$ cat src/rtl/lms_conv_monitor.sv
// LMS convergence monitor: saturated error, windowed MSE and a
// convergence / divergence state machine for an adaptive filter.
module lms_conv_monitor #(
  parameter int          WIDTH       = 16,
  parameter int          WIN_LOG2    = 4,
  parameter logic [31:0] CONV_THRESH = 32'd256,
  parameter logic [31:0] DIV_THRESH  = 32'h0100_0000,
  parameter int          HOLD        = 4
) (
  input  logic                    clk,
  input  logic                    rst,
  input  logic                    en,
  input  logic                    clear,
  input  logic signed [WIDTH-1:0] d,
  input  logic signed [WIDTH-1:0] y,
  output logic signed [WIDTH-1:0] err,
  output logic [31:0]             mse,
  output logic                    mse_valid,
  output logic [1:0]              state,
  output logic                    converged,
  output logic                    diverged,
  output logic [15:0]             win_count
);

  localparam int ACC_W = 32 + WIN_LOG2;
  localparam int CNT_W = WIN_LOG2;
  localparam int GW    = $clog2(HOLD + 1);

  typedef enum logic [1:0] {
    S_IDLE = 2'b00,
    S_TRK  = 2'b01,
    S_CONV = 2'b10,
    S_DIV  = 2'b11
  } state_e;

  logic signed [WIDTH-1:0] err_q, err_d;
  logic                    en_d_q, en_d_d;
  logic [ACC_W-1:0]        acc_q, acc_d;
  logic [CNT_W-1:0]        cnt_q, cnt_d;
  logic [31:0]             mse_q, mse_d;
  logic                    mv_q, mv_d;
  logic [15:0]             wc_q, wc_d;
  logic [GW-1:0]           good_q, good_d;
  state_e                  state_q, state_d;

  logic [WIDTH:0]            diff;
  logic signed [WIDTH-1:0]   err_sat;
  logic signed [2*WIDTH-1:0] sq;
  logic [ACC_W-1:0]          sum;
  logic [31:0]               mse_new;
  logic                      close;
  logic [GW-1:0]             good_inc;

  // Stage-1 arithmetic: widened difference clamped to the sample range
  always_comb begin
    diff = {d[WIDTH-1], d} - {y[WIDTH-1], y};
    if (diff[WIDTH] ^ diff[WIDTH-1]) begin
      err_sat = diff[WIDTH] ? {1'b1, {(WIDTH-1){1'b0}}}
                            : {1'b0, {(WIDTH-1){1'b1}}};
    end else begin
      err_sat = diff[WIDTH-1:0];
    end
  end

  // Stage-2 arithmetic: signed square never overflows, even for the min value
  always_comb begin
    sq       = err_q * err_q;
    sum      = acc_q + ACC_W'($unsigned(sq));
    mse_new  = 32'(sum >> WIN_LOG2);
    close    = en_d_q && (cnt_q == {CNT_W{1'b1}});
    good_inc = (good_q == GW'(HOLD)) ? good_q : good_q + 1'b1;
  end

  // Next-state logic for pipeline, window accumulator and FSM
  always_comb begin
    err_d   = err_q;
    en_d_d  = 1'b0;
    acc_d   = acc_q;
    cnt_d   = cnt_q;
    mse_d   = mse_q;
    mv_d    = 1'b0;
    wc_d    = wc_q;
    good_d  = good_q;
    state_d = state_q;
    if (clear) begin
      err_d   = '0;
      acc_d   = '0;
      cnt_d   = '0;
      mse_d   = '0;
      wc_d    = '0;
      good_d  = '0;
      state_d = S_IDLE;
    end else begin
      if (en) begin
        err_d  = err_sat;
        en_d_d = 1'b1;
      end
      if (en_d_q) begin
        if (close) begin
          mse_d = mse_new;
          mv_d  = 1'b1;
          acc_d = '0;
          cnt_d = '0;
          if (wc_q != 16'hFFFF) begin
            wc_d = wc_q + 16'd1;
          end
          if (state_q != S_DIV) begin
            if (mse_new > DIV_THRESH) begin
              state_d = S_DIV;
            end else if (mse_new <= CONV_THRESH) begin
              good_d  = good_inc;
              state_d = (good_inc == GW'(HOLD)) ? S_CONV : S_TRK;
            end else begin
              good_d  = '0;
              state_d = S_TRK;
            end
          end
        end else begin
          acc_d = sum;
          cnt_d = cnt_q + 1'b1;
        end
      end
    end
  end

  // State registers with asynchronous active-low reset
  always_ff @(posedge clk or negedge rst) begin
    if (!rst) begin
      err_q   <= '0;
      en_d_q  <= 1'b0;
      acc_q   <= '0;
      cnt_q   <= '0;
      mse_q   <= '0;
      mv_q    <= 1'b0;
      wc_q    <= '0;
      good_q  <= '0;
      state_q <= S_IDLE;
    end else begin
      err_q   <= err_d;
      en_d_q  <= en_d_d;
      acc_q   <= acc_d;
      cnt_q   <= cnt_d;
      mse_q   <= mse_d;
      mv_q    <= mv_d;
      wc_q    <= wc_d;
      good_q  <= good_d;
      state_q <= state_d;
    end
  end

  assign err       = err_q;
  assign mse       = mse_q;
  assign mse_valid = mv_q;
  assign state     = state_q;
  assign converged = (state_q == S_CONV);
  assign diverged  = (state_q == S_DIV);
  assign win_count = wc_q;

endmodule

$ cat config.mk
export PLATFORM = sky130hd
export DESIGN_NAME = lms_conv_monitor
export DESIGN_NICKNAME = d
export VERILOG_FILES = /design/src/rtl/lms_conv_monitor.sv
export SDC_FILE = /design/constraint.sdc
export NUM_CORES = 1
export LEC_CHECK = 0
export ABC_AREA = 1
export CAP_MARGIN = 30
export CORE_MARGIN = 4
export CORE_UTILIZATION = 35
export CTS_CLUSTER_SIZE = 14
export DETAILED_ROUTE_END_ITERATION = 10
export GPL_TIMING_DRIVEN = 0
export PLACE_DENSITY = 0.52
export SLEW_MARGIN = 25
export SYNTH_ARGS = -nofsm -noshare
export SYNTH_HDL_FRONTEND = slang
export SYNTH_SLANG_ARGS = --single-unit
$ cat constraint.sdc
create_clock -name clk -period 12.2 [get_ports clk]
set_input_delay 2.44 -clock clk [delete_from_list [all_inputs] [get_ports clk]]
set_output_delay 2.44 -clock clk [all_outputs]
set_load 0.005 [all_outputs]
After elaboration in Yosys (flattened, before gate mapping)

Cells that the tools add are included.
W data, S select, Z words.

Add/sub/neg operators: 5
Multipliers: 1
Order comparisons: 2
Equality and inequality tests: 8
Mux-type cells: 36
Bitwise operators: 1
Reduce and logical (&&, ||, !) cells: 10

Operators with widths:

| cell                    | count |
|---|---|
| $mux W16                | 8 |
| $mux W36                | 3 |
| $mux W32                | 3 |
| $add A36 B32 Y36        | 1 |
| $gt A32 B25 Y1 const B  | 1 |
| $le A32 B9 Y1 const B   | 1 |
| $mul A16 B16 Y32        | 1 |
| $mux W3                 | 7 |
| $sub A16 B16 Y17        | 1 |
| $add A16 B1 Y16 const B | 1 |
| $ne A16 B16 Y1 const B  | 1 |
| $mux W2                 | 7 |
| $mux W4                 | 3 |
| $reduce_bool A2 Y1      | 5 |
| $eq A3 B3 Y1 const B    | 2 |
| $reduce_and A3 Y1       | 2 |
| $mux W1                 | 5 |
| $add A4 B1 Y4 const B   | 1 |
| $eq A2 B2 Y1 const B    | 2 |
| $eq A4 B4 Y1 const B    | 1 |
| $ne A2 B2 Y1 const B    | 2 |
| $reduce_and A4 Y1       | 1 |
| $add A3 B1 Y3 const B   | 1 |
| $reduce_and A2 Y1       | 1 |
| other kinds (2)         | 2 |

Bits in registers: 111
Input bits: 36
Word-level logic and storage cells: 72

Longest topological paths before layout

Depth after elaboration: 10
Gate-level depth with buffers: 45
Mapped depth without buffers: 44

Worst setup path after synthesis

No wires, ideal clock.

Path type: reg2reg
Start: reg err_q[15] (netlist: err[15])
End: reg good_q[2]
Library setup time: 0.119 ns
Data arrival time: 7.605 ns
Data required time: 12.081 ns
Setup slack: 4.477 ns
Cell stages (with the launch flop): 41
Path buffers: 2
Period minus slack after synthesis: 7.723 ns
Path through: dfrtp_1 clkbuf_1 buf_1 nand2_1 fa_1 inv_1 fa_1 fa_1 fa_1 fa_1 inv_1 fa_1 inv_1 ha_1 a21oi_1 inv_1 a31oi_1 a21boi_1 [... 5 more ...] ha_1 nand2_1 inv_1 nand2_1 nand2_1 o21bai_1 a21oi_1 nand3_1 nand2_1 nand2_1 inv_2 nand2_2 nor2_4 inv_1 nand2_2 nand2_2 nand3_1 nand2_1

Longest elaborated chain between the ends: 9
Elaborated cells between the ends (all ways): 12
Those cells by class: 1 x add/sub; 1 x mul; 2 x order compare; 1 x eq/ne; 6 x mux; 1 x reduce/logical

RTL lines:

| item                     | line | RTL |
|---|---|---|
| start: declaration       | 36   | `logic signed [WIDTH-1:0] err_q, err_d;` |
| start signal: assignment | 139  | `err_q <= err_d;` |
| $mul A16 B16 Y32 *       | 67   | `sq = err_q * err_q;` |
| $add A36 B32 Y36 *       | 68   | `sum = acc_q + ACC_W'($unsigned(sq));` |
| $le A32 B9 Y1            | 110  | `end else if (mse_new <= CONV_THRESH) begin` |
| $mux W3                  | 110  |  |
| $mux W3                  | 108  | `if (mse_new > DIV_THRESH) begin` |
| $mux W3                  | 107  | `if (state_q != S_DIV) begin` |
| $mux W3                  | 99   | `if (close) begin` |
| $mux W3                  | 98   | `if (en_d_q) begin` |
| $mux W3                  | 85   | `if (clear) begin` |
| end signal: assignment   | 146  | `good_q <= good_d;` |
| end: declaration         | 43   | `logic [GW-1:0] good_q, good_d;` |

Mark *: on every way between the ends. The rest lies on a longest branch, timed or not. The select of a mux whose other input is x is not followed.
A chain may end at the register's enable or synchronous reset.

Worst setup path in the final report

Start: reg err_q[12] (netlist: err[12])
End: reg good_q[2]

Same word-level chain as after synthesis.

==> metrics.txt <==
# TYPE chip_impl_metric gauge
chip_impl_info{name="run_status",value="finished, final reports clean"} 1
chip_impl_metric{name="p_seq_frac",unit=""} 0.128
chip_impl_metric{name="clk_path_buf_depth",unit=""} 2
chip_impl_metric{name="postCtsSetupRepairBufs",unit=""} 0
chip_impl_metric{name="port-buffer-count",unit=""} 104
chip_impl_metric{name="grt_antenna_before_repair",unit=""} 0
chip_impl_info{name="crit_path_top_delay_cell",value="sky130_fd_sc_hd__clkbuf_1"} 1
chip_impl_metric{name="place.detailed.hpwl",unit="mm"} 39.9
chip_impl_metric{name="filler_cell_count",unit=""} 5044
chip_impl_metric{name="final_antenna_net_count",unit=""} 0
chip_impl_metric{name="syn-mean-instance-area",unit="sq um"} 7.54
chip_impl_metric{name="core_region_area",unit="sq um"} 48100
chip_impl_metric{name="floorplan.io_pins",unit=""} 105
chip_impl_metric{name="power.switching",unit="mW"} 1.98
chip_impl_metric{name="clockPowerShare",unit=""} 0.096
chip_impl_metric{name="antenna-diode-count",unit=""} 0
chip_impl_info{name="clockRootBuffer",value="sky130_fd_sc_hd__clkbuf_16"} 1
chip_impl_metric{name="power.density",unit="nW/um^2"} 179
chip_impl_metric{name="maxCapViolations",unit=""} 0
chip_impl_metric{name="final.period_utilization",unit=""} 0.783
chip_impl_metric{name="dieWidth",unit="um"} 230
chip_impl_metric{name="synth_enable_flop_cells",unit=""} 0
chip_impl_metric{name="finalHoldViolCount",unit=""} 0
chip_impl_metric{name="gp_congestion",unit=""} 0.890
chip_impl_metric{name="yosysWarningCount",unit=""} 0
chip_impl_metric{name="synthesis.instances",unit=""} 2281
chip_impl_info{name="synth_flop_cell",value="sky130_fd_sc_hd__dfrtp_1"} 1
chip_impl_metric{name="slew_headroom",unit=""} 0.467
chip_impl_metric{name="cts_inserted_buffers",unit=""} 9
chip_impl_metric{name="power_frac_comb",unit=""} 0.776
chip_impl_metric{name="final_layout_size_suffix_gt1_frac",unit=""} 0.0362
chip_impl_metric{name="timing_max_transition_violations_final",unit=""} 0
chip_impl_metric{name="first_pass_grt_wire_length",unit="mm"} 75.6
chip_impl_info{name="timing_worst_setup_path_type",value="reg2reg"} 1
chip_impl_metric{name="switching_part_of_the_total",unit=""} 0.573
chip_impl_metric{name="synth_area",unit="sq um"} 17200
chip_impl_metric{name="drt_pre_antenna_iters",unit=""} 5
chip_impl_metric{name="die-height",unit="um"} 230
chip_impl_metric{name="drt-wirelength-per-cell",unit="um"} 15.2
chip_impl_metric{name="finalSetupTns",unit="ns"} 0
chip_impl_info{name="end_kind",value="flip-flop"} 1
chip_impl_info{name="hold_class",value="reg2reg"} 1
chip_impl_metric{name="final_core_utilization",unit=""} 0.403
chip_impl_metric{name="cell_row_count",unit=""} 80
chip_impl_metric{name="route.detailed.drc",unit=""} 0
chip_impl_metric{name="ctsHoldBuffers",unit=""} 0
chip_impl_metric{name="layout_min_cycle_time",unit="ns"} 9.55
chip_impl_metric{name="drt-vias-per-instance",unit=""} 4.65
chip_impl_metric{name="grt_pass1_vias",unit=""} 14450
chip_impl_metric{name="design.die.area",unit="sq um"} 52700
chip_impl_metric{name="critPathMaxFanout",unit=""} 10
chip_impl_metric{name="synth.ff_latch_count",unit=""} 111
chip_impl_info{name="crit_start_category",value="flip-flop"} 1
chip_impl_metric{name="required",unit="ns"} 12.48
chip_impl_info{name="rsz0062_at_grt",value="no"} 1
chip_impl_metric{name="power.leakage",unit="nW"} 10.5
chip_impl_metric{name="synth_async_sr_flop_share",unit=""} 1.00
chip_impl_metric{name="critPathMaxStageDelay",unit="ns"} 0.64
chip_impl_metric{name="cts_resized",unit=""} 0
chip_impl_metric{name="whs",unit="ns"} 0.490
chip_impl_metric{name="area_delta_synth_final",unit="%"} 12.8
chip_impl_metric{name="cell_internal_pwr",unit="mW"} 1.48
chip_impl_metric{name="fmaxAchievable",unit="MHz"} 105
chip_impl_metric{name="ys_types",unit=""} 49
chip_impl_metric{name="clock_latency",unit="ns"} 0.39
chip_impl_metric{name="htree_num_levels",unit=""} 3
chip_impl_metric{name="initial_utilization",unit=""} 0.357
chip_impl_metric{name="final.setup_skew",unit="ns"} 0.0144
chip_impl_metric{name="grt_overflow_total",unit=""} 0
chip_impl_metric{name="data_arrival_at_the_endpoint_of_the_critical_path",unit="ns"} 9.83
chip_impl_metric{name="grt_max_degree",unit=""} 73
chip_impl_metric{name="cts.sinks",unit=""} 111
chip_impl_info{name="cp_common_cell",value="sky130_fd_sc_hd__nand2_1"} 1
chip_impl_metric{name="route.vias.total",unit=""} 14230
chip_impl_metric{name="final_net_count",unit=""} 2813
chip_impl_metric{name="dr.first_iter.drc_count",unit=""} 731
chip_impl_metric{name="totalWireLength",unit="mm"} 46.4
chip_impl_metric{name="cts.reportedPaths.clkPinSlew",unit="ns"} 0.09
chip_impl_metric{name="grtUsageTotal",unit=""} 0.179
chip_impl_metric{name="syn_nets",unit=""} 2697
chip_impl_info{name="clock_tree_from_tritoncts",value="yes"} 1
chip_impl_metric{name="setup_violations",unit=""} 0
chip_impl_metric{name="synth_seq_area_share",unit=""} 0.162
chip_impl_metric{name="peak_supply_drop",unit="mV"} 0.0929
chip_impl_metric{name="worst_slew_pin_slew",unit="ns"} 0.796
==> cell families (layout without fill, tap and decap cells) <==
group / after synthesis / in the layout / share of synthesized area
simple gates: 816 / 816 / 0.199
buf+inv: 652 / 772 / 0.143
fa+ha+maj: 380 / 380 / 0.380
compound gates: 257 / 257 / 0.0837
flops: 111 / 111 / 0.162
xor+xnor: 65 / 65 / 0.0331
==> power groups by stage <==
stage	combinational [mW]	clock, mW	sequential (mW)
floorplan	2.00	0	0.440
global placement	2.70	0	0.450
detailed placement	2.71	0	0.451
CTS	2.72	0.345	0.444
global route	3.07	0.356	0.450
finish	2.69	0.332	0.443
==> flip-flops by register name, indices dropped and copies added, names as in the netlist <==
| register | count |
|---|---|
| acc_q | 36 |
| mse | 32 |
| err | 16 |
| win_count | 16 |
| cnt_q | 4 |
| good_q | 3 |
| state | 2 |
| en_d_q | 1 |
| mse_valid | 1 |
==> layout by cell type, fill, tap and decap left out, drive strengths merged, types with 3 or more instances in the layout <==
master         instances
a21boi                 5
a21o                   4
a21oi                 83
a31oi                  4
buf                    5
clkbuf                58
clkdlybuf4s50        103
dfrtp                111
fa                   238
ha                   142
inv                  604
nand2                559
nand3                 71
nand3b                 7
nand4                 19
nor2                 128
nor3                  25
o21a                   4
o21ai                132
o21bai                 9
o22ai                  4
or2                    3
xnor2                 31
xor2                  34
==> worst max-delay path, delay by kind of cell, from the launching register on <==
kind / cells / cell delay (ns)
XOR/XNOR: 1 / 0.17
AO/OA/AOI/OAI: 6 / 1.36
adder cells (fa/ha/maj): 8 / 3.97
buffers and inverters: 6 / 1.33
AND/OR/NAND/NOR: 18 / 2.11
flip-flops: 1 / 0.45
==> final cells by class <==
cell class | count | area (sq um) | area share
Tap cell | 656 | 821 | 0.0423
Multi-Input combinational cell | 1518 | 12000 | 0.617
Clock buffer | 10 | 239 | 0.0123
Sequential cell | 111 | 2780 | 0.143
Clock inverter | 5 | 70.1 | 0.00361
Timing Repair Buffer | 105 | 1070 | 0.0553
Inverter | 601 | 2260 | 0.116
Buffer | 51 | 196 | 0.0101
==> per-stage QoR <==
step	worst slack, ns	cells	area, sq um	total power, mW
after floorplan	4.48	2281	17200	2.44
after global placement	2.80	3041	19100	3.15
after detailed placement	2.77	3042	19100	3.16
after CTS	2.71	3057	19400	3.51
after global routing	1.99	3057	19400	3.88
final	2.65	3057	19400	3.46
==> routing by layer <==
layer	track usage	share of wire	up-vias
met1	0.250	0.47	6918
li1	-	-	7044
met5	0	0	-
met3	0.0260	0.039	31
met4	0.0388	0.017	0
met2	0.297	0.48	237
==> worst paths after layout <==
kind	from	end	cells after the start	slack (ns)
worst max-delay path	err[12]	good_q[2]	39	2.65
min in group asynchronous	rst	mse[27]	1	1.92
worst min-delay path	mse[5]	mse[5]	2	0.49
worst max register to register	err[12]	good_q[2]	39	2.65
worst min register to register	mse[5]	mse[5]	2	0.49
max in group asynchronous	rst	err[3]	2	9.57
==> synthesized netlist by cell type, types with 9 or more instances <==
cell	instances	area, sq um
sky130_fd_sc_hd__o21ai_0	116	581
sky130_fd_sc_hd__nand3_1	65	325
sky130_fd_sc_hd__ha_1	142	1780
sky130_fd_sc_hd__nor3_1	20	100
sky130_fd_sc_hd__o21bai_1	9	67.6
sky130_fd_sc_hd__nand2_2	15	93.8
sky130_fd_sc_hd__o21ai_1	12	60.1
sky130_fd_sc_hd__inv_2	14	52.6
sky130_fd_sc_hd__clkbuf_1	48	180
sky130_fd_sc_hd__dfrtp_1	111	2780
sky130_fd_sc_hd__xor2_1	34	298
sky130_fd_sc_hd__nor2_1	116	435
sky130_fd_sc_hd__fa_1	238	4760
sky130_fd_sc_hd__nand2_1	544	2040
sky130_fd_sc_hd__inv_1	586	2200
sky130_fd_sc_hd__xnor2_1	31	272
sky130_fd_sc_hd__a21oi_1	76	380
sky130_fd_sc_hd__nand4_1	19	119
Power figures use the tool's default switching activity.
